[src/rtl/avr_mon_pkg.sv]
// Shared definitions for the AVR pin monitor.
// Each event is packed as {time, pins, changed}, with changed in the LSBs.
// The helpers below give the packed width and the field offsets for a given
// pin count and timestamp width.
package avr_mon_pkg;

   localparam int DROP_W  = 16;
   localparam int CHG_LSB = 0;

   function automatic int ev_w(input int npins, input int ts_w);
      return ts_w + 2 * npins;
   endfunction

   function automatic int pins_lsb(input int npins);
      return npins;
   endfunction

   function automatic int time_lsb(input int npins);
      return 2 * npins;
   endfunction

endpackage

[src/rtl/avr_mon_fifo.sv]
// Synchronous first-word-fall-through FIFO that holds the queued pin events.
// rdata always shows the head entry, and it reads as zero when the FIFO is empty.
// A push and a pop in the same cycle are both accepted, even when the FIFO is full.
// In that case the level does not change.
// Ports:
//   clk, rst     clock and synchronous active-high reset
//   push, wdata  write request and its data (ignored when full without pop)
//   pop          consume head (ignored when empty)
//   rdata        head entry
//   full, empty  occupancy flags
//   level        exact occupancy, 0..DEPTH
module avr_mon_fifo #(
   parameter int WIDTH = 8,
   parameter int DEPTH = 16
) (
   input  logic                         clk,
   input  logic                         rst,
   input  logic                         push,
   input  logic [WIDTH-1:0]             wdata,
   input  logic                         pop,
   output logic [WIDTH-1:0]             rdata,
   output logic                         full,
   output logic                         empty,
   output logic [$clog2(DEPTH+1)-1:0]   level
);

   localparam int AW = $clog2(DEPTH);
   localparam int LW = $clog2(DEPTH + 1);

   logic [WIDTH-1:0] mem [DEPTH];
   logic [AW-1:0]    wr_ptr;
   logic [AW-1:0]    rd_ptr;
   logic [LW-1:0]    cnt;
   logic             wr_en;
   logic             rd_en;

   assign full  = (cnt == LW'(DEPTH));
   assign empty = (cnt == '0);
   assign level = cnt;

   // When the FIFO is full, a pop frees the head slot in this same cycle.
   // That slot is the one wr_ptr points at, so the push can be written there.
   assign wr_en = push & (~full | pop);
   assign rd_en = pop & ~empty;

   always_ff @(posedge clk) begin
      if (!rst && wr_en) begin
         mem[wr_ptr] <= wdata;
      end
   end

   always_ff @(posedge clk) begin
      if (rst) begin
         wr_ptr <= '0;
         rd_ptr <= '0;
         cnt    <= '0;
      end else begin
         if (wr_en) wr_ptr <= wr_ptr + 1'b1;
         if (rd_en) rd_ptr <= rd_ptr + 1'b1;
         cnt <= cnt + LW'(wr_en) - LW'(rd_en);
      end
   end

   assign rdata = empty ? '0 : mem[rd_ptr];

endmodule

[src/rtl/avr_pin_monitor.sv]
// Multi-channel edge-event recorder for AVR co-simulation benches.
// The monitor synchronises and deglitches NPINS pin levels.
// Each qualifying edge on the filtered levels is timestamped and queued in a FIFO.
// The FIFO is drained over a valid/ready interface.
// Ports:
//   clk, rst            clock and synchronous active-high reset
//   pins                raw pin levels
//   rise_en, fall_en    per-channel edge qualification
//   ev_valid, ev_ready  head handshake
//   ev_time, ev_pins,   head event: commit timestamp, filtered pins after the
//   ev_changed            event, channels whose qualifying edge caused it
//   ev_level            FIFO occupancy
//   overflow, drop_cnt  sticky drop flag and saturating drop count
//   clear_ovf           clears overflow/drop_cnt (a same-cycle drop wins)
module avr_pin_monitor
   import avr_mon_pkg::*;
#(
   parameter int NPINS       = 8,
   parameter int DEPTH       = 16,
   parameter int TS_W        = 32,
   parameter int SYNC_STAGES = 2,
   parameter int FILTER      = 2
) (
   input  logic                        clk,
   input  logic                        rst,
   input  logic [NPINS-1:0]            pins,
   input  logic [NPINS-1:0]            rise_en,
   input  logic [NPINS-1:0]            fall_en,
   output logic                        ev_valid,
   input  logic                        ev_ready,
   output logic [TS_W-1:0]             ev_time,
   output logic [NPINS-1:0]            ev_pins,
   output logic [NPINS-1:0]            ev_changed,
   output logic [$clog2(DEPTH+1)-1:0]  ev_level,
   output logic                        overflow,
   output logic [DROP_W-1:0]           drop_cnt,
   input  logic                        clear_ovf
);

   localparam int EVW      = ev_w(NPINS, TS_W);
   localparam int PINS_LSB = pins_lsb(NPINS);
   localparam int TIME_LSB = time_lsb(NPINS);
   localparam int CW       = (FILTER > 0) ? $clog2(FILTER + 1) : 1;

   logic [TS_W-1:0]  ts_q;
   logic [NPINS-1:0] sync_q [SYNC_STAGES];
   logic [NPINS-1:0] synced;
   logic [NPINS-1:0] filt_q;
   logic [NPINS-1:0] filt_next;
   logic [CW-1:0]    cnt_q [NPINS];
   logic [NPINS-1:0] rise;
   logic [NPINS-1:0] fall;
   logic [NPINS-1:0] changed;
   logic             push_q;
   logic [EVW-1:0]   push_data_q;
   logic [EVW-1:0]   head;
   logic             fifo_full;
   logic             fifo_empty;
   logic             pop;
   logic             drop;

   always_ff @(posedge clk) begin
      if (rst) ts_q <= '0;
      else     ts_q <= ts_q + 1'b1;
   end

   always_ff @(posedge clk) begin
      if (rst) begin
         for (int i = 0; i < SYNC_STAGES; i++) sync_q[i] <= '0;
      end else begin
         sync_q[0] <= pins;
         for (int i = 1; i < SYNC_STAGES; i++) sync_q[i] <= sync_q[i-1];
      end
   end

   assign synced = sync_q[SYNC_STAGES-1];

   // A channel commits only after it has differed for FILTER consecutive cycles.
   // On the commit edge the synced value is still different, so the change is
   // seen for FILTER+1 samples in total before it is accepted.
   always_comb begin
      filt_next = filt_q;
      for (int i = 0; i < NPINS; i++) begin
         if (synced[i] != filt_q[i] && cnt_q[i] == CW'(FILTER)) begin
            filt_next[i] = synced[i];
         end
      end
   end

   always_ff @(posedge clk) begin
      if (rst) begin
         filt_q <= '0;
         for (int i = 0; i < NPINS; i++) cnt_q[i] <= '0;
      end else begin
         filt_q <= filt_next;
         for (int i = 0; i < NPINS; i++) begin
            if (synced[i] == filt_q[i] || cnt_q[i] == CW'(FILTER)) cnt_q[i] <= '0;
            else                                                   cnt_q[i] <= cnt_q[i] + 1'b1;
         end
      end
   end

   assign rise    = filt_next & ~filt_q;
   assign fall    = ~filt_next & filt_q;
   assign changed = (rise & rise_en) | (fall & fall_en);

   // Register the event once before it is pushed into the FIFO.
   // The stored timestamp is the ts value on the commit cycle.
   always_ff @(posedge clk) begin
      if (rst) begin
         push_q      <= 1'b0;
         push_data_q <= '0;
      end else begin
         push_q      <= |changed;
         push_data_q <= {ts_q, filt_next, changed};
      end
   end

   assign pop  = ev_valid & ev_ready;
   assign drop = push_q & fifo_full & ~pop;

   avr_mon_fifo #(
      .WIDTH (EVW),
      .DEPTH (DEPTH)
   ) u_fifo (
      .clk   (clk),
      .rst   (rst),
      .push  (push_q),
      .wdata (push_data_q),
      .pop   (pop),
      .rdata (head),
      .full  (fifo_full),
      .empty (fifo_empty),
      .level (ev_level)
   );

   assign ev_valid   = ~fifo_empty;
   assign ev_time    = head[TIME_LSB +: TS_W];
   assign ev_pins    = head[PINS_LSB +: NPINS];
   assign ev_changed = head[CHG_LSB  +: NPINS];

   // If a clear and a drop happen in the same cycle, the drop is recorded.
   // The drop then counts as the first one after the clear.
   always_ff @(posedge clk) begin
      if (rst) begin
         overflow <= 1'b0;
         drop_cnt <= '0;
      end else if (drop) begin
         overflow <= 1'b1;
         if (clear_ovf)          drop_cnt <= DROP_W'(1);
         else if (&drop_cnt)     drop_cnt <= drop_cnt;
         else                    drop_cnt <= drop_cnt + 1'b1;
      end else if (clear_ovf) begin
         overflow <= 1'b0;
         drop_cnt <= '0;
      end
   end

endmodule

[config.mk]
export PLATFORM = sky130hd
export DESIGN_NAME = avr_pin_monitor
export DESIGN_NICKNAME = d
export VERILOG_FILES = /design/src/rtl/avr_mon_pkg.sv /design/src/rtl/avr_mon_fifo.sv /design/src/rtl/avr_pin_monitor.sv
export SDC_FILE = /design/constraint.sdc
export NUM_CORES = 1
export LEC_CHECK = 0
export ABC_AREA = 0
export CORE_MARGIN = 2
export CORE_UTILIZATION = 45
export CTS_BUF_LIST = sky130_fd_sc_hd__clkbuf_8
export DETAILED_ROUTE_END_ITERATION = 8
export GPL_ROUTABILITY_DRIVEN = 1
export GPL_TIMING_DRIVEN = 0
export PLACE_DENSITY = 0.69
export SKIP_LAST_GASP = 1
export SLEW_MARGIN = 20
export SYNTH_ARGS = -nofsm -noshare
export SYNTH_HDL_FRONTEND = slang
export SYNTH_SLANG_ARGS = --single-unit
[constraint.sdc]
create_clock -name clk -period 4.25 [get_ports clk]
set_input_delay 1.275 -clock clk [delete_from_list [all_inputs] [get_ports clk]]
set_output_delay 1.275 -clock clk [all_outputs]
set_load 0.02 [all_outputs]
Word-level counts from Yosys, hierarchy flattened:

Memory sizes are Yosys's and may differ from the RTL's. A register that Yosys moved wholly into a read port is not among the register bits.
Cells that the tools add are included.

* register bits: 119
* bits in writable memories: 800
* input bits: 28
* output and inout bits: 71
* logic and storage cells: 197
* memories kept: 3

Memory list
* u_fifo.mem: depth 16, bits a word 48, read ports 1, clocked after Yosys merged registers in 1, write ports 1, RTL line avr_mon_fifo.sv:30 `logic [WIDTH-1:0] mem [DEPTH];`
* cnt_q: depth 8, bits a word 2, read ports 8, clocked after Yosys merged registers in 0, write ports 8, RTL line avr_pin_monitor.sv:50 `logic [CW-1:0] cnt_q [NPINS];`
* sync_q: depth 2, bits a word 8, read ports 2, clocked after Yosys merged registers in 0, write ports 2, RTL line avr_pin_monitor.sv:46 `logic [NPINS-1:0] sync_q [SYNC_STAGES];`

* add/subtract/negate cells: 14
* equality and inequality tests: 26
* multiplexer cells: 88
* bitwise gates (word level): 34
* reduce and logical (&&, ||, !) cells: 23

Operator list (count)
* 2-to-1 mux 16 bit: 4
* 2-to-1 mux 1 bit: 63
* 2-to-1 mux 48 bit: 1
* adder 32 x 1 -> 32 bit, second input constant: 1
* bitwise AND 8 bit: 4
* 2-to-1 mux 2 bit: 16
* OR 1 bit: 19
* adder 16 x 1 -> 16 bit, second input constant: 1
* adder 2 x 1 -> 2 bit, second input constant: 8
* equality test 2 bit, second input constant: 8
* 2-to-1 mux 8 bit: 2
* inverter 8 bit: 2
* AND reduction 16 bit: 1
* logical AND 1 bit: 9
* adder 4 x 1 -> 4 bit, second input constant: 2
* equality test 1 bit: 8
* logical OR 1 bit: 8
* 2-to-1 mux 4 bit: 2
* inequality test 1 bit: 8
* OR 8 bit: 1
* OR reduction 8 bit: 1
* adder 5 x 1 -> 5 bit: 1
* bitwise AND 1 bit: 5
* equality test 5 bit, second input constant: 1
* 7 further kinds: 9

Longest topological paths before layout:

Gate-level depths: netlist of the first run.

* word-level depth: 8
* depth in mapped cells: 14
* gate-level depth less buffers: 13

Cells and area by module:

From an unflattened synthesis of the first run, not the netlist that was laid out.

* cell total of the unflattened synthesis: 1822
* area, all modules: 35076.1 um2

By module, submodules not included
* avr_mon_fifo: times used 1, cells an instance 1284, area each 29852.4 um2, seq. area each 23402.4 um2
* avr_pin_monitor: times used 1, cells an instance 538, area each 5223.8 um2, seq. area each 2762.6 um2

Worst setup path before layout of the first run:

OpenSTA, ideal clock, no wires.

* path type: input to register
* from: in rst
* to: mem u_fifo.mem[10][0] (netlist bit), enable pin
* library setup time: 0.454 ns
* data arrival time: 3.973 ns
* required time: 3.796 ns
* slack: -0.176 ns
* cell stages on the path: 3
* path buffers: 1
* cell sequence: clkbuf_1 -> or3b_2 -> nor2_1

* word-level cells in the longest chain between the ends: 4

RTL lines
* start, declared: RTL line avr_pin_monitor.sv:25 `input logic rst,`
* zero test 1 bit: RTL line avr_mon_fifo.sv:47 `if (!rst && wr_en) begin`
* logical AND 1 bit: RTL line avr_mon_fifo.sv:47
* 2-to-1 mux 1 bit: RTL line avr_mon_fifo.sv:47
* 2-to-1 mux 1 bit (not written as such): RTL line avr_mon_fifo.sv:48 `mem[wr_ptr] <= wdata;`
* end, declared: RTL line avr_mon_fifo.sv:30

No other way between the ends.

Final worst setup path of the first run:

* from: reg u_fifo.cnt[2], in the netlist u_fifo.level[2]
* to: out ev_changed[7]

* word-level cells in the longest chain between the ends: 2

RTL lines
* start, declared: RTL line avr_mon_fifo.sv:33 `logic [LW-1:0] cnt;`
* start signal, assigned: RTL line avr_mon_fifo.sv:60 `cnt <= cnt + LW'(wr_en) - LW'(rd_en);`
* zero test 5 bit: RTL line avr_mon_fifo.sv:38 `assign empty = (cnt == '0);`
* 2-to-1 mux 48 bit: RTL line avr_mon_fifo.sv:64 `assign rdata = empty ? '0 : mem[rd_ptr];`
* end, declared: RTL line avr_pin_monitor.sv:33 `output logic [NPINS-1:0] ev_changed,`

No other way between the ends.

==> flow_metrics.tcl, run 1 <==
set metrics [dict create \
    status "finished, final reports clean" \
    r2r_cells 14 \
    use_met2_pct 33.0 \
    grt_pass1_wl_um 119000 \
    crit_fanout 10 \
    start_kind "flop" \
    cts-htree-levels 4 \
    viasPerCell 5.61 \
    max_freq_mhz 239 \
    drive_above_1_share_pct 24.8 \
    peakVddDrop_mv 0.526 \
    path_class "flop to output pin" \
    yosys_warnings 0 \
    clk_path_buf_depth 3 \
    rsz0062_at_grt "true" \
    grt_pass1_vias 19100 \
    routed_wl_um 80000 \
    coreArea_um2 77100 \
    fp.dieW_um 283 \
    die_h_um 283 \
    worst_pin_slew_ns 0.962 \
    tns_ns 0 \
    drt_pre_antenna_iters 7 \
    cts_tree "built" \
    min_path_cells 1 \
    cts_sinks 915 \
    fin_crit_sh_pct 98.3 \
    drv_slew 0 \
    hold_class "flop to flop" \
    place_congestion 0.804 \
    multi_input_area_um2 8540 \
    layoutNonFillerInstCount 3244 \
    placed_area_um2 38400 \
    hold_buffers 0 \
    initial_core_util_pct 45.3 \
    power.density_nw_per_um2 513 \
    syn_inst 1789 \
    synth_edf_count 784 \
    cp-startpoint "u_fifo.level[2]$_SDFF_PP0_" \
    drtIter0Drc 1906 \
    synth_cell_types 53 \
    placed_cells 2982 \
    arrival_ns 2.90 \
    regToRegEndpoint "u_fifo.level[4]$_SDFF_PP0_" \
    fillers 5900 \
    setup_ws_ns 0.0729 \
    ff_latch_area_um2 26200 \
    skew_ns 0.0390 \
    clkTransAtPathRegs_ns 0.06 \
    antenna_found_initial 2 \
    final_util_pct 53.7 \
    worstHoldStart "sync_q[0][7]$_SDFF_PP0_" \
    r2r_slack_ns 0.84 \
    grt_overflow 0 \
    design_area_um2 41400 \
    hold-path-endpoint "sync_q[0][15]$_SDFF_PP0_" \
    max_cap_violations 0 \
    routedWlPerCell_um 24.6 \
    setup_viol_count_final 0 \
    portBuffers 98 \
    dieArea_um2 79800 \
    nNetsFinal 2136 \
    hold_violations 0 \
    ioPinCount 99 \
    top_usage_layer "met2" \
    areaGrowthSynthToFinish_pct 18.6 \
    fin_crit_ns 4.18 \
    cp_data_required_time_ns 2.97 \
    num_vias 18200 \
    grt.met3_usage_pct 4.51 \
    hpwl_um 51600 \
    grt_max_degree 21 \
    endpoint_kind "output pin" \
    postSynth.asyncResetShare_pct 0 \
    drc 0 \
    p_leak_nw 13.3 \
    synth_seq_cells 915 \
    cts_buffers 143 \
    r2r_start "u_fifo.level[2]$_SDFF_PP0_" \
    grt.met1_usage_pct 27.7 \
    grtUsageTotal_pct 20.5 \
    syn_avg_cell_area_um2 19.5 \
    synth-seq-area-share_pct 74.9 \
    root_buffer "clkbuf_8" \
    num_rows 102 \
    slew_headroom_pct 35.6 \
    netlist_area_um2 34900 \
    dp_slack_ns -0.370 \
    ant_nets 0 \
    clk_latency_ns 0.79 \
    synth_flop_cell "edfxtp_1" \
]
==> state kept, by name (all words and copies together), names as in the netlist, named ones only <==
| signal | flops |
|---|---|
| u_fifo.mem | 768 |
| drop_cnt | 16 |
| overflow | 1 |
| sync_q | 16 |
| u_fifo.wr_ptr | 4 |
| filt_q | 7 |
| ts_q | 32 |
| push_q | 1 |
| push_data_q | 41 |
| u_fifo.rd_ptr | 4 |
| u_fifo.level | 5 |
| cnt_q | 16 |
==> metrics by stage <==
stage	hold WS (ns)	total power, mW
CTS	0.434	21.4
global placement	0.418	14.4
floorplan	0.414	12.8
detailed placement	0.420	14.5
finish	0.432	21.2
global route	0.453	22.0
==> report_power, final <==
group          total [mW]  internal (mW)  switching [mW]
clock network        6.90           3.57            3.33
logic                4.57           2.09            2.48
registers            9.76           9.70          0.0668
total                21.2           15.4            5.88
==> cell families after synthesis <==
kind of cell    after synthesis  share of synthesized area [%]
flops                       915                           74.9
xor+xnor                     23                          0.577
other cells                   1                         0.0107
fa+ha+maj                    22                          0.810
mux                         312                           15.9
simple gates                294                           4.41
buf+inv                     110                           1.31
compound gates              112                           2.07
==> layer usage <==
metal	wire [um]	up-vias
met5	0	-
met4	1910	0
met3	5750	138
met2	38900	746
met1	33400	9491
li1	-	7839
==> synth_stat cells, types with 2 or more instances <==
library cell / n / area [um2]
edfxtp_1: 784 / 23500
mux4_2: 192 / 4320
dfxtp_1: 131 / 2620
mux2i_1: 108 / 1080
nor2_1: 94 / 353
nor2b_1: 59 / 369
o22ai_1: 48 / 300
clkbuf_1: 42 / 158
nand2_1: 34 / 128
buf_2: 29 / 145
inv_1: 23 / 86.3
ha_1: 21 / 263
a21oi_1: 16 / 80.1
nand3_1: 16 / 80.1
nand4_1: 16 / 100
o21ai_0: 16 / 80.1
buf_1: 15 / 56.3
xor2_1: 14 / 123
or3_1: 13 / 81.3
mux2_2: 12 / 135
nor3_1: 11 / 55.1
and4_1: 9 / 78.8
or4_1: 9 / 67.6
xnor2_1: 9 / 78.8
nand3b_1: 8 / 60.1
and3_1: 7 / 43.8
nor4_1: 7 / 43.8
o31ai_1: 6 / 45.0
a22o_1: 5 / 43.8
a21boi_0: 3 / 22.5
a31oi_1: 3 / 18.8
a41o_1: 3 / 30.0
nand2b_1: 3 / 18.8
and2_1: 2 / 12.5
o211ai_1: 2 / 15.0
o21a_1: 2 / 15.0
==> what timing repair did <==
item,in CTS,in global routing
setup endpoints to repair,48,36
buffers inserted,1,0
gates cloned,1,0
hold endpoints to repair,0,0
gates resized for setup,202,49
pin swaps,0,0
==> layout by cell type, fill, tap and decap left out, types with 11 or more instances in the layout <==
cell type,count
edfxtp_1,784
mux4_2,192
clkbuf_8,169
dfxtp_1,129
mux2i_1,102
inv_1,83
nor2_1,78
nor2b_1,59
clkdlybuf4s50_1,50
o22ai_1,43
nand2_1,33
dlygate4sd2_1,27
buf_16,26
ha_1,21
clkbuf_2,20
clkinv_1,17
buf_6,16
buf_12,16
nor2_4,16
o21ai_0,16
nand3_1,16
nand4_1,16
a21oi_1,16
conb_1,16
clkbuf_1,14
xor2_1,14
or3_1,13
buf_4,12
mux2_2,12
nor3_1,11
==> final cells by class <==
type / count / share of cell area (%)
diodes: 3 / 0.0181
plain buffers: 84 / 1.71
clock buffers: 167 / 5.55
clock inverters: 93 / 0.943
inverters: 23 / 0.209
multi-input cells: 779 / 20.6
flip-flops and latches: 915 / 63.2
well taps: 1040 / 3.14
repair buffers: 140 / 4.59
==> critical path: stages (launching register included) <==
cell           delay (ns)
dfxtp_1              0.33
inv_1                0.09
ha_1                 0.18
or4b_4               0.56
nand2b_4             0.13
buf_4                0.24
o22ai_1              0.21
dlygate4sd2_1        0.37
==> worst max-delay path by stage <==
stage / to / slack [ns] / cells after the start
global placement: u_fifo.mem[13][42]$_DFFE_PP_ / -3.83 / 5
CTS: ev_pins[4] / -0.03 / 7
detailed placement: ev_pins[4] / -0.37 / 6
finish: ev_changed[7] / 0.07 / 7
floorplan: u_fifo.mem[10][0]$_DFFE_PP_ / -0.18 / 3
global route: ev_changed[7] / -0.02 / 7
Power figures use the tool's default switching activity.
==> inputs of run 2 (changes only) <==
--- a/config.mk
+++ b/config.mk
@@ -7,12 +7,12 @@
 export LEC_CHECK = 0
 export ABC_AREA = 0
 export CORE_MARGIN = 2
-export CORE_UTILIZATION = 45
+export CORE_UTILIZATION = 57
 export CTS_BUF_LIST = sky130_fd_sc_hd__clkbuf_8
 export DETAILED_ROUTE_END_ITERATION = 8
 export GPL_ROUTABILITY_DRIVEN = 1
 export GPL_TIMING_DRIVEN = 0
-export PLACE_DENSITY = 0.69
+export PLACE_DENSITY = 0.83
 export SKIP_LAST_GASP = 1
 export SLEW_MARGIN = 20
 export SYNTH_ARGS = -nofsm -noshare
==> constraint.sdc (replaced) <==
create_clock -name clk -period 4.25 [get_ports clk]
set_input_delay 1.0625 -clock clk [delete_from_list [all_inputs] [get_ports clk]]
set_output_delay 1.0625 -clock clk [all_outputs]
set_load 0.02 [all_outputs]
==> run 2 against run 1 <==
Against the previous run:
- combinational power decreased by 2%
- fmax about the same
- cell area decreased by 0.98%
- die area is 21% lower
- clock skew down 0.0031 ns
- critical path depth shrank 1
- total power is 0.53% higher
- routed wire length increased by 2.9%
- global-route usage increased by 6.1 points
- highest routed layer is now met5
==> flow_metrics.tcl, run 2 (synthesis gave the netlist of run 1 again) <==
set metrics [dict create \
    status "finished, final reports clean" \
    root_buffer "clkbuf_8" \
    combPwrFrac_pct 20.9 \
    initial_core_util_pct 57.7 \
    clk_latency_ns 0.80 \
    cts_buffers 142 \
    viasPerCell 6.38 \
    max_freq_mhz 239 \
    drtIter0Drc 2283 \
    skew_ns 0.0358 \
    ff_latch_area_um2 26200 \
    cp_data_required_time_ns 3.19 \
    p_clk_share_pct 33.4 \
    drv_slew 0 \
    drc 0 \
    power_switching_mw 5.85 \
    total_power_mw 21.3 \
    clkTransAtPathRegs_ns 0.06 \
    cts_tree "built" \
    crit_fanout 10 \
    drive_above_1_share_pct 23.6 \
    rsz0062_at_grt "true" \
    routedWlPerCell_um 27.6 \
    cpMostUsedCell "clkbuf_2" \
    crit_family "buffers and inverters" \
    design_area_um2 41000 \
    ioPinCount 99 \
    max_cap_violations 0 \
    die_h_um 251 \
    ant_nets 0 \
    start_kind "flop" \
    p_leak_nw 13.3 \
    num_vias 19000 \
    areaGrowthSynthToFinish_pct 17.4 \
    slowest_stage "clkbuf_2" \
    grt_pass1_vias 19900 \
    hpwl_um 50900 \
    antenna_found_initial 2 \
    setup_viol_count_final 0 \
    coreArea_um2 60500 \
    num_rows 90 \
    fin_crit_ns 4.18 \
    path_class "flop to output pin" \
    seq_power_share_pct 45.7 \
    cts_sinks 915 \
    grtUsageTotal_pct 26.6 \
    endpoint_kind "output pin" \
    portBuffers 98 \
    power.density_nw_per_um2 521 \
    grt_max_degree 22 \
    most-common-layout-cells "784 x edfxtp_1, 192 x mux4_2, 166 x clkbuf_8" \
    worst_pin_slew_ns 0.990 \
    fillers 3577 \
    whs_ns 0.432 \
    drt_pre_antenna_iters 5 \
    regMostFlops "u_fifo.mem" \
    dieArea_um2 63200 \
    fp.dieW_um 251 \
    fin_crit_sh_pct 98.3 \
    critPathBufInv 3 \
    slowest_delay_ns 0.44 \
    cts-htree-levels 4 \
    slew_headroom_pct 33.7 \
    worstPathCellList "clkbuf_2 -> clkbuf_2 -> mux4_2 -> mux2i_1 -> o22ai_1 -> dlygate4sd2_1" \
    reg_top3 "u_fifo.mem (768), push_data_q (41), ts_q (32)" \
    place_congestion 0.849 \
    clk_path_buf_depth 3 \
    largest_reg_flops 768 \
    final_common_cell "edfxtp_1" \
    peakVddDrop_mv 0.425 \
    nNetsFinal 2133 \
    routed_wl_um 82300 \
    power.internal_mw 15.5 \
    hold_class "flop to flop" \
    arrival_ns 3.12 \
    hold_violations 0 \
    switching_share_pct 27.4 \
    multi_input_area_um2 8500 \
    placed_area_um2 38000 \
    grt_pass1_wl_um 122000 \
    grt_overflow 0 \
]
-- run 2: worst paths after layout --
| check | start | to | slack [ns] | depth (start not counted) |
|---|---|---|---|---|
| setup / recovery | flop | ev_time[0] | 0.07 | 6 |
| hold / removal | sync_q[0][3]$_SDFF_PP0_ | sync_q[0][11]$_SDFF_PP0_ | 0.43 | 1 |
| hold reg to reg | sync_q[0][3]$_SDFF_PP0_ | sync_q[0][11]$_SDFF_PP0_ | 0.43 | 1 |
| setup reg to reg | u_fifo.level[3]$_SDFF_PP0_ | u_fifo.level[4]$_SDFF_PP0_ | 1.07 | 13 |
-- run 2: area by class of cell --
| cell class | instances | share of cell area, % |
|---|---|---|
| well taps | 782 | 2.39 |
| repair buffers | 138 | 4.61 |
| inverters | 23 | 0.211 |
| clock inverters | 94 | 1.21 |
| plain buffers | 84 | 1.51 |
| multi-input cells | 779 | 20.7 |
| diodes | 1 | 0.00611 |
| clock buffers | 164 | 5.51 |
| flip-flops and latches | 915 | 63.8 |
-- run 2: routing by layer --
layer | part of all wire [%] | wire [um] | vias to the layer above | track usage (%)
met3 | 10 | 8320 | 231 | 6.55
met2 | 50 | 41000 | 1230 | 43.8
met5 | 0.036 | 30 | - | 0
met1 | 37 | 30300 | 9691 | 34.5
li1 | - | - | 7843 | -
met4 | 3.2 | 2590 | 4 | 10.9
-- run 2: what timing repair did --
item,in CTS,in global routing
buffers inserted,1,0
cloned,1,0
endpoints found under the setup margin,48,4
hold buffers,0,0
resized for setup,166,5
pin swaps,0,0
-- run 2: worst reg2reg max path: stages, from the launching register on --
cell and delay, ns:
dfxtp_1 0.34, inv_1 0.09, ha_1 0.15, or4b_4 0.55, nand2_1 0.17, inv_1 0.12
ha_1 0.29, inv_1 0.04, ha_1 0.22, fa_1 0.43, a21oi_1 0.15, nor2_1 0.06
or3_1 0.35, a21oi_1 0.16
-- run 2: metrics by stage --
step / setup TNS [ns] / cells / worst slack (ns) / util [%]
2_1_floorplan: 0 / 1804 / 0.0362 / -
3_3_place_gp: -2400.71 / 2684 / -3.41 / 61.1
3_5_place_dp: -0.194 / 2722 / -0.115 / 62.8
4_1_cts: 0 / 2979 / 0.0132 / 67.8
5_1_grt: -0.00556 / 2979 / -0.00556 / 67.8
6_report: 0 / 2980 / 0.0713 / 67.8
-- run 2: power by group through the flow --
stage	clock [mW]	combinational [mW]	sequential, mW
after global routing	7.55	4.73	9.77
after detailed placement	0	4.46	9.94
after CTS	7.19	4.50	9.76
final	7.12	4.46	9.76
after global placement	0	4.37	9.93
after floorplan	0	2.82	9.95
